### src/rtl/pipe_hazard_ctrl_if.sv
// Bundle of pipeline-control signals between the hazard sequencer and the datapath.
// The slave side (sequencer) samples hazard/branch/memory inputs and drives stall/flush controls.
interface pipe_hazard_ctrl_if #(
    parameter int CNT_W = 16
);
    logic [4:0]       id_rs_i;
    logic [4:0]       id_rt_i;
    logic             id_uses_rt_i;
    logic             ex_load_i;
    logic [4:0]       ex_rt_i;
    logic             branch_taken_i;
    // Memory handshake: dmem_req_i marks an access issued by MEM; the access is
    // complete in the cycle dmem_ack_i is high. Req and ack together complete at once.
    logic             dmem_req_i;
    logic             dmem_ack_i;
    logic             pc_write_o;
    logic             if_id_stall_o;
    logic             if_id_flush_o;
    logic             id_ex_stall_o;
    logic             id_ex_flush_o;
    logic             ex_mem_stall_o;
    logic             mem_wb_flush_o;
    logic             busy_o;
    logic             err_o;
    logic [CNT_W-1:0] stall_cnt_o;

    modport slave (
        input  id_rs_i, id_rt_i, id_uses_rt_i, ex_load_i, ex_rt_i,
               branch_taken_i, dmem_req_i, dmem_ack_i,
        output pc_write_o, if_id_stall_o, if_id_flush_o, id_ex_stall_o,
               id_ex_flush_o, ex_mem_stall_o, mem_wb_flush_o, busy_o,
               err_o, stall_cnt_o
    );

    modport master (
        output id_rs_i, id_rt_i, id_uses_rt_i, ex_load_i, ex_rt_i,
               branch_taken_i, dmem_req_i, dmem_ack_i,
        input  pc_write_o, if_id_stall_o, if_id_flush_o, id_ex_stall_o,
               id_ex_flush_o, ex_mem_stall_o, mem_wb_flush_o, busy_o,
               err_o, stall_cnt_o
    );
endinterface

### src/rtl/pipe_hazard_ctrl.sv
// Stall/flush sequencer for a 5-stage pipeline: load-use bubbles, branch flush,
// full freeze during outstanding data-memory accesses, stall counter and timeout flag.
module pipe_hazard_ctrl #(
    parameter int MEM_TIMEOUT = 64,
    parameter int CNT_W       = 16
) (
    input  logic                  clk_i,
    input  logic                  rst_i,
    pipe_hazard_ctrl_if.slave     bus
);
    localparam int TW = $clog2(MEM_TIMEOUT + 1);

    typedef enum logic {
        RUN      = 1'b0,
        MEM_WAIT = 1'b1
    } state_t;

    state_t           state_q, state_d;
    logic [TW-1:0]    tmo_q, tmo_d;
    logic             err_q, err_d;
    logic [CNT_W-1:0] cnt_q, cnt_d;

    logic hz, mw, enter_wait;
    logic pc_write, if_id_stall, if_id_flush, id_ex_stall, id_ex_flush;
    logic ex_mem_stall, mem_wb_flush;

    assign hz = bus.ex_load_i && (bus.ex_rt_i != 5'd0) &&
                ((bus.ex_rt_i == bus.id_rs_i) ||
                 (bus.id_uses_rt_i && (bus.ex_rt_i == bus.id_rt_i)));
    assign enter_wait = (state_q == RUN) && bus.dmem_req_i && !bus.dmem_ack_i;
    assign mw = (state_q == MEM_WAIT) || enter_wait;

    always_ff @(posedge clk_i or negedge rst_i) begin
        if (!rst_i) begin
            state_q <= RUN;
        end else begin
            state_q <= state_d;
        end
    end

    // New requests while waiting are ignored: EX_MEM is frozen and still holds them.
    always_comb begin
        state_d = state_q;
        case (state_q)
            RUN:      if (enter_wait)     state_d = MEM_WAIT;
            MEM_WAIT: if (bus.dmem_ack_i) state_d = RUN;
            default:                      state_d = RUN;
        endcase
    end

    always_comb begin
        pc_write     = 1'b1;
        if_id_stall  = 1'b0;
        if_id_flush  = 1'b0;
        id_ex_stall  = 1'b0;
        id_ex_flush  = 1'b0;
        ex_mem_stall = 1'b0;
        mem_wb_flush = 1'b0;
        if (!rst_i) begin
            pc_write = 1'b0;
        end else if (mw) begin
            pc_write     = 1'b0;
            if_id_stall  = 1'b1;
            id_ex_stall  = 1'b1;
            ex_mem_stall = 1'b1;
            mem_wb_flush = 1'b1;
        end else if (hz) begin
            // The branch is left to re-resolve once the bubble has passed.
            pc_write    = 1'b0;
            if_id_stall = 1'b1;
            id_ex_flush = 1'b1;
        end else if (bus.branch_taken_i) begin
            if_id_flush = 1'b1;
        end
    end

    always_comb begin
        tmo_d = tmo_q;
        err_d = err_q;
        cnt_d = cnt_q;
        if (enter_wait) begin
            tmo_d = '0;
        end else if (state_q == MEM_WAIT) begin
            if (tmo_q != TW'(MEM_TIMEOUT)) tmo_d = tmo_q + TW'(1);
            if (tmo_d == TW'(MEM_TIMEOUT)) err_d = 1'b1;
        end
        if (!pc_write && (cnt_q != {CNT_W{1'b1}})) cnt_d = cnt_q + CNT_W'(1);
    end

    always_ff @(posedge clk_i or negedge rst_i) begin
        if (!rst_i) begin
            tmo_q <= '0;
            err_q <= 1'b0;
            cnt_q <= '0;
        end else begin
            tmo_q <= tmo_d;
            err_q <= err_d;
            cnt_q <= cnt_d;
        end
    end

    assign bus.pc_write_o     = pc_write;
    assign bus.if_id_stall_o  = if_id_stall;
    assign bus.if_id_flush_o  = if_id_flush;
    assign bus.id_ex_stall_o  = id_ex_stall;
    assign bus.id_ex_flush_o  = id_ex_flush;
    assign bus.ex_mem_stall_o = ex_mem_stall;
    assign bus.mem_wb_flush_o = mem_wb_flush;
    assign bus.busy_o         = (state_q == MEM_WAIT);
    assign bus.err_o          = err_q;
    assign bus.stall_cnt_o    = cnt_q;
endmodule

### src/flat_wrapper.sv
// flat-port wrapper written by rule: the top's interface ports become plain ports
module pipe_hazard_ctrl_flat 
#(
    parameter int MEM_TIMEOUT = 64,
    parameter int CNT_W       = 16
)
  (clk_i, rst_i, bus_id_rs_i, bus_id_rt_i, bus_id_uses_rt_i, bus_ex_load_i, bus_ex_rt_i, bus_branch_taken_i, bus_dmem_req_i, bus_dmem_ack_i, bus_pc_write_o, bus_if_id_stall_o, bus_if_id_flush_o, bus_id_ex_stall_o, bus_id_ex_flush_o, bus_ex_mem_stall_o, bus_mem_wb_flush_o, bus_busy_o, bus_err_o, bus_stall_cnt_o);
  pipe_hazard_ctrl_if #(.CNT_W(CNT_W)) bus_i ();
  input  logic clk_i;
  input  logic rst_i;
  input wire logic [$bits(bus_i.id_rs_i)-1:0] bus_id_rs_i;
  input wire logic [$bits(bus_i.id_rt_i)-1:0] bus_id_rt_i;
  input wire logic [$bits(bus_i.id_uses_rt_i)-1:0] bus_id_uses_rt_i;
  input wire logic [$bits(bus_i.ex_load_i)-1:0] bus_ex_load_i;
  input wire logic [$bits(bus_i.ex_rt_i)-1:0] bus_ex_rt_i;
  input wire logic [$bits(bus_i.branch_taken_i)-1:0] bus_branch_taken_i;
  input wire logic [$bits(bus_i.dmem_req_i)-1:0] bus_dmem_req_i;
  input wire logic [$bits(bus_i.dmem_ack_i)-1:0] bus_dmem_ack_i;
  output wire logic [$bits(bus_i.pc_write_o)-1:0] bus_pc_write_o;
  output wire logic [$bits(bus_i.if_id_stall_o)-1:0] bus_if_id_stall_o;
  output wire logic [$bits(bus_i.if_id_flush_o)-1:0] bus_if_id_flush_o;
  output wire logic [$bits(bus_i.id_ex_stall_o)-1:0] bus_id_ex_stall_o;
  output wire logic [$bits(bus_i.id_ex_flush_o)-1:0] bus_id_ex_flush_o;
  output wire logic [$bits(bus_i.ex_mem_stall_o)-1:0] bus_ex_mem_stall_o;
  output wire logic [$bits(bus_i.mem_wb_flush_o)-1:0] bus_mem_wb_flush_o;
  output wire logic [$bits(bus_i.busy_o)-1:0] bus_busy_o;
  output wire logic [$bits(bus_i.err_o)-1:0] bus_err_o;
  output wire logic [$bits(bus_i.stall_cnt_o)-1:0] bus_stall_cnt_o;
  assign bus_i.id_rs_i = bus_id_rs_i;
  assign bus_i.id_rt_i = bus_id_rt_i;
  assign bus_i.id_uses_rt_i = bus_id_uses_rt_i;
  assign bus_i.ex_load_i = bus_ex_load_i;
  assign bus_i.ex_rt_i = bus_ex_rt_i;
  assign bus_i.branch_taken_i = bus_branch_taken_i;
  assign bus_i.dmem_req_i = bus_dmem_req_i;
  assign bus_i.dmem_ack_i = bus_dmem_ack_i;
  assign bus_pc_write_o = bus_i.pc_write_o;
  assign bus_if_id_stall_o = bus_i.if_id_stall_o;
  assign bus_if_id_flush_o = bus_i.if_id_flush_o;
  assign bus_id_ex_stall_o = bus_i.id_ex_stall_o;
  assign bus_id_ex_flush_o = bus_i.id_ex_flush_o;
  assign bus_ex_mem_stall_o = bus_i.ex_mem_stall_o;
  assign bus_mem_wb_flush_o = bus_i.mem_wb_flush_o;
  assign bus_busy_o = bus_i.busy_o;
  assign bus_err_o = bus_i.err_o;
  assign bus_stall_cnt_o = bus_i.stall_cnt_o;
  pipe_hazard_ctrl #(.MEM_TIMEOUT(MEM_TIMEOUT), .CNT_W(CNT_W)) u_core (.clk_i(clk_i), .rst_i(rst_i), .bus(bus_i));
endmodule
### config.mk
export PLATFORM = sky130hd
export DESIGN_NAME = pipe_hazard_ctrl_flat
export DESIGN_NICKNAME = d
export VERILOG_FILES = /design/src/rtl/pipe_hazard_ctrl_if.sv /design/src/rtl/pipe_hazard_ctrl.sv /design/src/flat_wrapper.sv
export SDC_FILE = /design/constraint.sdc
export NUM_CORES = 1
export LEC_CHECK = 0
export CAP_MARGIN = 40
export CORE_MARGIN = 4
export CORE_UTILIZATION = 40
export DETAILED_ROUTE_END_ITERATION = 10
export GPL_TIMING_DRIVEN = 0
export PLACE_DENSITY_LB_ADDON = 0.08
export SYNTH_ARGS = -nofsm -noshare
export SYNTH_HDL_FRONTEND = slang
export SYNTH_SLANG_ARGS = --single-unit
export TNS_END_PERCENT = 100
### constraint.sdc
create_clock -name clk_i -period 5.4 [get_ports clk_i]
set_input_delay 0.54 -clock clk_i [delete_from_list [all_inputs] [get_ports clk_i]]
set_output_delay 0.54 -clock clk_i [all_outputs]
set_load 0.01 [all_outputs]
# After elaboration in Yosys (flattened, before gate mapping)
# Cells that the tools add are included.
classes:
  shifts: 0
  n_bitwise: 2
  div_mod_pow: 0
  n_reduce_logical: 13
  n_mul: 0
  mux: 22
  eq_ne: 5
  n_lt_le_gt_ge: 0
  n_addsub: 2
ops:
  columns: ["op", "count"]
  rows:
  - ["$mux 7", 5]
  - ["$add 16x1->16 const B", 1]
  - ["$mux 1", 16]
  - ["$ne 16x16->1 const B", 1]
  - ["$eq 5x5->1", 2]
  - ["$add 7x1->7 const B", 1]
  - ["$eq 7x7->1 const B", 1]
  - ["$ne 7x7->1 const B", 1]
  - ["$logic_and 1x1->1", 6]
  - ["$reduce_bool 5->1", 1]
  - ["$reduce_and 3->1", 1]
  - ["$logic_not 1->1", 2]
  - ["$logic_or 1x1->1", 2]
  - ["$not 1->1", 2]
  - ["$pmux 1 s2", 1]
  - ["$reduce_bool 2->1", 1]
word_totals:
  n_memories: 0
  mem_bits_rw: 0
  rom_bits: 0
  latch_bits: 0
  in_bits: 22
  out_inout_bits: 25
  regBits: 25

# Logic depth before layout (Yosys ltp)
# Gate-level depths: netlist of the first run.
logic_depth:
  ltp_word: 9
  depth_mapped: 8
  ltp_nobuf: 8

# Worst setup path before layout of the first run
# No wires, ideal clock.
synth_timing:
  path_kind: "input to output"
  startpoint: "input port bus_ex_rt_i[0]"
  endpoint: "output port bus_if_id_flush_o"
  t_arrival_ps: 1724
  required_ps: 4860
  path_buffers: 0
  stages: 4
  slack_ps: 3136
  path_cell_list: "or4_1 > o21a_1 > a21oi_2 > and2_2"
synth_via:
  elab_chain_len: 7
synth_lines:
  columns: ["element", "line", "source"]
  rows:
  - ["start: declaration", "flat_wrapper.sv:15", "input wire logic [$bits(bus_i.ex_rt_i)-1:0] bus_ex_rt_i;"]
  - ["$eq 5x5->1", "pipe_hazard_ctrl.sv:29", "(bus.id_uses_rt_i && (bus.ex_rt_i == bus.id_rt_i)));"]
  - ["$logic_and 1x1->1", "pipe_hazard_ctrl.sv:29", null]
  - ["$logic_or 1x1->1", "pipe_hazard_ctrl.sv:28", "((bus.ex_rt_i == bus.id_rs_i) ||"]
  - ["$logic_and 1x1->1 *", "pipe_hazard_ctrl.sv:27", "assign hz = bus.ex_load_i && (bus.ex_rt_i != 5'd0) &&"]
  - ["$mux 1 *", "pipe_hazard_ctrl.sv:67", "end else if (hz) begin"]
  - ["$mux 1 *", "pipe_hazard_ctrl.sv:61", "end else if (mw) begin"]
  - ["$mux 1 *", "pipe_hazard_ctrl.sv:59", "if (!rst_i) begin"]
  - ["end: declaration", "flat_wrapper.sv:21", "output wire logic [$bits(bus_i.if_id_flush_o)-1:0] bus_if_id_flush_o;"]
# Mark *: on every way between the ends. The rest lies on a longest branch, timed or not.

# Worst setup path in the final report of the first run
layout_timing:
  startpoint: "input port rst_i"
  endpoint: "output port bus_if_id_flush_o"
layout_via:
  elab_chain_len: 1
layout_lines:
  columns: ["element", "line", "source"]
  rows:
  - ["start: declaration", "flat_wrapper.sv:10", "input logic rst_i;"]
  - ["$mux 1", "pipe_hazard_ctrl.sv:59", null]
# Every way passes these cells.

==> impl_results.md, run 1 <==
- Register-to-Register Path Depth: 7
- Level count of the clock H-tree: 1
- Final cycle utilization of the critical path: 62.5%
- Die H: 69.3 um
- Upper clock frequency limit: slightly below 300 MHz
- Clock period minus final worst setup slack: 3.38 ns
- Worst rel slew slack: 42.9%
- Final max-slew violation count: 0
- Final-report setup violation count: 0
- Layout cell share with drive strength beyond 1: 7.55%
- Avg WL per Cell: around 14 um
- Initial antenna violation count: 0
- Worst min-delay path startpoint: u_core.bus.err_o
- Yosys synthesis warning count: 0
- First-pass iteration count of the detailed router: 4
- Worst hold path class: reg2reg
- Maximum number of buffers from clock root to sink: 2
- Transition at the pin with the smallest max-transition slack: ~0.85 ns
- Total length of routed wires: approximately 3600 um
- Ports: between 40 and 50
- Worst voltage drop across the vdd grid: between 0.2 and 0.3 mV
- CTS Buf Count: 3
- Async set-or-reset flop fraction in the synthesized netlist: between 90% and 100%
- Clock Skew: 0.00775 ns
- Number of post-CTS setup repair buffers: 0
- Worst hold margin: 0.470 ns
- TritonCTS clock tree: done
- Aggregate negative setup slack: 0 ns
- Number of nets in the layout: between 200 and 250
- Post-route setup slack: between 2 and 2.5 ns
- Distinct cells, synth: 38
- Cts hold-fix bufs: 0
- Nature of the critical path startpoint: input pin
- Die width: about 69 um
- Reported max-cap violation count: 0
- Comb pwr share: between 40% and 50%
- Vias in the first global route: 1365
- P_int: ~480 uW
- Endpoint kind of the worst setup timing path: output port
- Number of inserted diodes: 0
- Worst Setup Path Type: in2out
- Internal reg-to-reg setup slack: 3.25 ns
- Clock network fraction of total power: between 10% and 20%
- RSZ-0062 raised after global routing: false
- Clock insertion delay at the later pin of the skew report: approximately 0.27 ns
- Worst setup slack before clock tree synthesis: slightly below 2 ns
- Net count after synthesis: 186
- Critical path arrival: around 2.8 ns
- Gate count of the mapped netlist: about 160
- Net Switching: about 270 uW
- Mean instance size in the synthesized netlist: between 9 and 10 um^2
- Power density over the cells: ~360 nW/um^2
- Worst path required time: roughly 4.9 ns
- Remaining routing DRC violations: 0
- Core Region: about 3500 um^2
- Status: finished, final reports clean
- Master cell of the clock root buffer: sky130_fd_sc_hd__clkbuf_8
- Detailed placement HPWL: ~3000 um
- WHS Path Cells: 1
- Number of I/O port buffers: 46
- Final hold violation count: 0
- Number of synthesized register bits: 25
- Most common cell after layout, fill and taps aside: sky130_fd_sc_hd__clkdlybuf4s50_1
- Predominant post-synthesis flop cell: sky130_fd_sc_hd__dfrtp_1
- Gpl congestion: 0.768
- Synth-to-layout area growth: 38.3%
- Global-route wire length before repair: 6240 um
- Clock Sinks: 25
- Initial cell density of the core: between 40% and 50%
- Post-detailed-route via-to-cell ratio: roughly 5
- Number of fillers in the final layout: approximately 340
- CTS resizes: 0
- ANT nets after route: 0
- Worst Hold Endpoint: u_core.bus.err_o
- Final standard cell utilization of the core: approximately 60%
- Count of flip-flops with a built-in enable after synthesis: 0
- DRC violation total after the first TritonRoute iteration: 54
- Seq pwr share: around two fifths
- Maximum fanout along the worst path: 19
- Start of the worst register-to-register path: u_core.bus.stall_cnt_o[0]
- Total number of vias: roughly 1300
- Die ar.: ~4800 um^2
- Clk slew on worst S/H paths: around 0.090 ns
- Sequential cell area fraction in the yosys report: between 40% and 50%
- Remaining global-route overflow: 0
- Largest net degree at the start of global routing: 20
- R2r endpoint: u_core.bus.stall_cnt_o[1]
- Cell leakage power: around 0.82 nW
- Sw frac: a little over a third
- Floorplan row count: 21
- Total track usage: 15.5%
- Top library cells by usage in the layout, fill and taps aside: sky130_fd_sc_hd__clkdlybuf4s50_1 (46), sky130_fd_sc_hd__dfrtp_1 (25), sky130_fd_sc_hd__xnor2_1 (16)
- Post-synth design cell area: about 1500 um^2
power groups by stage:
stage | registers, mW | logic (mW) | clock network [mW]
after floorplan | 0.326 | 0.142 | 0
after global routing | 0.323 | 0.352 | 0.122
after CTS | 0.311 | 0.323 | 0.115
after global placement | 0.309 | 0.314 | 0
final | 0.310 | 0.319 | 0.115
after detailed placement | 0.314 | 0.321 | 0
worst max-delay path, cell delays in order:
cell and delay (ns):
sky130_fd_sc_hd__clkdlybuf4s50_1 1.03, sky130_fd_sc_hd__buf_6 0.25, sky130_fd_sc_hd__nand2_1 0.10, sky130_fd_sc_hd__a21oi_2 0.20
sky130_fd_sc_hd__and2_2 0.17, sky130_fd_sc_hd__clkdlybuf4s50_1 0.53
kinds of logic (layout without fill, tap and decap cells):
family / Yosys count / in the layout / synth area share [%]
flip-flops: 25 / 25 / 41.7
AND/OR/NAND/NOR: 66 / 66 / 22.8
AO/OA/AOI/OAI: 25 / 25 / 11.4
XOR/XNOR: 26 / 26 / 15.2
multiplexers: 3 / 3 / 2.17
buffers and inverters: 13 / 64 / 4.25
adder cells (fa/ha/maj): 3 / 3 / 2.50
flip-flops by register name, summed over array words and instances (netlist names):
| name | cells |
|---|---|
| u_core.bus.busy_o | 1 |
| u_core.bus.err_o | 1 |
| u_core.bus.stall_cnt_o | 16 |
| u_core.tmo_q | 7 |
layer usage:
| layer | track usage [%] | wire length, um | vias to the layer above | part of all wire [%] |
|---|---|---|---|---|
| met3 | 2.75 | 83 | 2 | 2.3 |
| met5 | 0 | 0 | - | 0 |
| met4 | 3.04 | 12 | 0 | 0.33 |
| li1 | - | - | 660 | - |
| met1 | 18.5 | 1560 | 622 | 43 |
| met2 | 28.9 | 1990 | 22 | 55 |
cells in the mapped netlist (all sizes together), types with 5 or more instances:
master  number  share of area (%)
nand4        5                2.1
nand3        8                2.7
xor2        10                5.8
nand2       13                3.3
clkbuf       5                1.3
inv          5                1.3
xnor2       16                9.3
nor2        11                2.8
nor3        10                3.3
dfrtp       25                 42
o21ai        8                2.7
a21oi        5                1.9
worst max-delay path by stage:
stage	startpoint	slack, ns	end
after floorplan	bus_ex_rt_i[0]	3.14	bus_if_id_flush_o
after global placement	rst_i	1.72	bus_if_id_flush_o
after detailed placement	rst_i	1.95	bus_if_id_flush_o
after CTS	rst_i	1.95	bus_if_id_flush_o
after global routing	rst_i	1.80	bus_if_id_flush_o
final	rst_i	2.02	bus_if_id_flush_o
final cells by class:
type | instances | area [um^2] | share of cell area, %
Multi-Input combinational cell | 123 | 812 | 39.1
Sequential cell | 25 | 626 | 30.1
Clock inverter | 1 | 5.00 | 0.241
Tap cell | 46 | 57.6 | 2.77
Timing Repair Buffer | 47 | 472 | 22.7
Buffer | 8 | 45.0 | 2.17
Clock buffer | 3 | 41.3 | 1.99
Inverter | 5 | 18.8 | 0.904
per-stage QoR:
step / cells / area [um^2] / power, mW
after floorplan: 161 / 1500 / 0.468
after global placement: 253 / 2020 / 0.623
after detailed placement: 254 / 2030 / 0.635
after CTS: 258 / 2080 / 0.749
after global routing: 258 / 2080 / 0.798
final: 258 / 2080 / 0.744
Note: power is estimated with default switching activity, not from simulation.
==> inputs of run 2 (changes only) <==
Clock period 5.4 ns to 2.7 ns, I/O delays scaled along.
==> run 2 against run 1 <==
- clock-buffer cell count stayed put
- combinational power increased by 100%
- critical endpoint is now bus_if_id_stall_o
- critical path depth rose by 1
- sequential power increased by 100%
- sequential cell count is the same
- non-clock buffer count grew 2
- register-to-register slack lost 2.7 ns
- die area did not move
- routed wire length is 4.2% higher
- clock power rose by 97%
==> impl_results.md, run 2 (same netlist as run 1, synthesis figures left out) <==
- Largest net degree at the start of global routing: 20 (unchanged)
- Area of placed instances: 2030 um^2 (unchanged)
- Floorplan row count: 21 (unchanged)
- ANT nets after route: 0 (unchanged)
- Endpoint kind of the worst setup timing path: output port (unchanged)
- Final hold violation count: 0 (unchanged)
- Detailed placement HPWL: 2920 um (unchanged)
- Core Region: 3470 um^2 (unchanged)
- Final-report setup violation count: 0 (unchanged)
- Worst setup slack before clock tree synthesis: -0.206 ns (was 1.95 ns)
- Max reg flops: 16 (unchanged)
- Worst hold path class: reg2reg (unchanged)
- Start of the worst register-to-register path: u_core.bus.stall_cnt_o[0] (unchanged)
- Maximum fanout along the worst path: 3 (was 19)
- Vias in the first global route: 1357 (was 1365)
- Critical path arrival: 2.29 ns (was 2.84 ns)
- Synth-to-layout area growth: 41.4% (was 38.3%)
- Worst rel slew slack: 46.9% (was 42.9%)
- Die ar.: 4800 um^2 (unchanged)
- Gpl congestion: 0.768 (unchanged)
- Layout cell share with drive strength beyond 1: 9.35% (was 7.55%)
- WHS Path Cells: 1 (unchanged)
- Worst min-delay path startpoint: u_core.bus.err_o (unchanged)
- Worst path required time: 2.43 ns (was 4.86 ns)
- Worst Hold Endpoint: u_core.bus.err_o (unchanged)
- Final max-slew violation count: 0 (unchanged)
- Global-route wire length before repair: 6240 um (about the same)
- Worst voltage drop across the vdd grid: 0.556 mV (was 0.278 mV)
- Level count of the clock H-tree: 1 (unchanged)
- Most common cell after layout, fill and taps aside: sky130_fd_sc_hd__clkdlybuf4s50_1 (unchanged)
- CTS Buf Count: 3 (unchanged)
- Final cycle utilization of the critical path: around 95%
- Initial antenna violation count: 0 (unchanged)
- Number of inserted diodes: 0 (unchanged)
- Number of I/O port buffers: 46 (unchanged)
- Post-route setup slack: 0.143 ns (was 2.02 ns)
- Tot Pwr: 1.49 mW (was 744 uW)
- Total number of vias: 1351 (was 1306)
- Die width: 69.3 um (unchanged)
- Remaining global-route overflow: 0 (unchanged)
- Status: finished, final reports clean (unchanged)
- Master cell of the clock root buffer: sky130_fd_sc_hd__clkbuf_8 (unchanged)
- Upper clock frequency limit: between 300 and 400 MHz
- Clk slew on worst S/H paths: 0.09 ns (about the same)
- Avg WL per Cell: 14.6 um (was 14.1 um)
- Nature of the critical path startpoint: input pin (unchanged)
- Area of the multi-input gates: 835 um^2 (was 812 um^2)
- DRC violation total after the first TritonRoute iteration: 65 (was 54)
- Post-detailed-route via-to-cell ratio: 5.20 (was 5.06)
- Number of post-CTS setup repair buffers: 0 (unchanged)
- Internal reg-to-reg setup slack: 0.55 ns (was 3.25 ns)
- Clock Sinks: 25 (unchanged)
- Total track usage: 15.5% (about the same)
- TritonCTS clock tree: done (unchanged)
- Clock Skew: 0.00397 ns (was 0.00775 ns)
- First-pass iteration count of the detailed router: 4 (unchanged)
- Die H: 69.3 um (unchanged)
- Final Cell Area: 2120 um^2 (was 2080 um^2)
- Flip-flop and latch area: 626 um^2 (unchanged)
- Total length of routed wires: 3800 um (was 3650 um)
- Register-to-Register Path Depth: 7 (unchanged)
- Reported max-cap violation count: 0 (unchanged)
- Clock insertion delay at the later pin of the skew report: 0.27 ns (about the same)
- Number of fillers in the final layout: 328 (was 335)
- Ports: 47 (unchanged)
- Cell leakage power: 0.864 nW (was 0.823 nW)
- Worst Setup Path Type: in2out (unchanged)
- Remaining routing DRC violations: 0 (unchanged)
- Aggregate negative setup slack: 0 ns (unchanged)
- Top library cells by usage in the layout, fill and taps aside: sky130_fd_sc_hd__clkdlybuf4s50_1 (42), sky130_fd_sc_hd__dfrtp_1 (25), sky130_fd_sc_hd__xnor2_1 (16) (was sky130_fd_sc_hd__clkdlybuf4s50_1 (46), sky130_fd_sc_hd__dfrtp_1 (25), sky130_fd_sc_hd__xnor2_1 (16))
- Clock period minus final worst setup slack: 2.56 ns
- Power density over the cells: 704 nW/um^2 (was 358 nW/um^2)
- R2r endpoint: u_core.bus.stall_cnt_o[1] (unchanged)
- Transition at the pin with the smallest max-transition slack: 0.793 ns (was 0.853 ns)
- Maximum number of buffers from clock root to sink: 2 (unchanged)
- Initial cell density of the core: 43.3% (unchanged)
- Number of nets in the layout: 240 (was 238)
run 2: cell type report:
class | count | share of cell area [%]
multi-input cells | 123 | 39.3
flip-flops and latches | 25 | 29.5
repair buffers | 49 | 23.3
well taps | 46 | 2.71
plain buffers | 8 | 2.18
clock buffers | 3 | 1.94
inverters | 5 | 0.884
clock inverters | 1 | 0.236
run 2: through the flow:
stage	instances	util [%]	hold slack, ns
after floorplan	161	-	-0.0256
after global placement	253	58.2	0.449
after detailed placement	254	58.5	0.448
after CTS	258	60.3	0.247
after global routing	260	61.2	0.511
final	260	61.2	0.470
run 2: per-layer routing:
| layer | share of wire, % | routed length (um) | track usage, % |
|---|---|---|---|
| met4 | 1.1 | 40 | 3.04 |
| met5 | 0 | 0 | 0 |
| met2 | 55 | 2070 | 28.7 |
| met1 | 42 | 1580 | 18.7 |
| met3 | 2.8 | 106 | 2.75 |
run 2: worst max-delay path by stage:
stage	from	end	slack, ns	cells past startpoint
3_5_place_dp	rst_i	bus_if_id_flush_o	-0.21	6
4_1_cts	bus_ex_rt_i[0]	bus_if_id_flush_o	0.02	6
5_1_grt	bus_ex_rt_i[4]	bus_if_id_stall_o	-0.007	7
3_3_place_gp	rst_i	bus_if_id_flush_o	-0.44	5
2_1_floorplan	u_core.bus.stall_cnt_o[0]	u_core.bus.stall_cnt_o[1]	0.74	7
6_report	bus_ex_rt_i[4]	bus_if_id_stall_o	0.14	7
run 2: critical path, stage by stage:
cell and delay (ns):
sky130_fd_sc_hd__clkdlybuf4s50_1 0.47, sky130_fd_sc_hd__xnor2_1 0.23, sky130_fd_sc_hd__nand3_1 0.16, sky130_fd_sc_hd__o22ai_4 0.26
sky130_fd_sc_hd__nand2_1 0.14, sky130_fd_sc_hd__a21boi_0 0.19, sky130_fd_sc_hd__clkdlybuf4s50_1 0.57
run 2: where the power goes:
| group | internal, mW | switching (mW) | total [mW] |
|---|---|---|---|
| clock network | 0.103 | 0.123 | 0.226 |
| registers | 0.490 | 0.131 | 0.621 |
| logic | 0.360 | 0.288 | 0.647 |
| total | 0.953 | 0.542 | 1.49 |
run 2: what timing repair did:
action / in CTS / in global routing
resized for setup: 4 / 8
gates cloned: 0 / 0
hold buffers: 0 / 2
pin swaps: 1 / 1
setup endpoints to repair: 3 / 2
endpoints found under the hold margin: 0 / 16
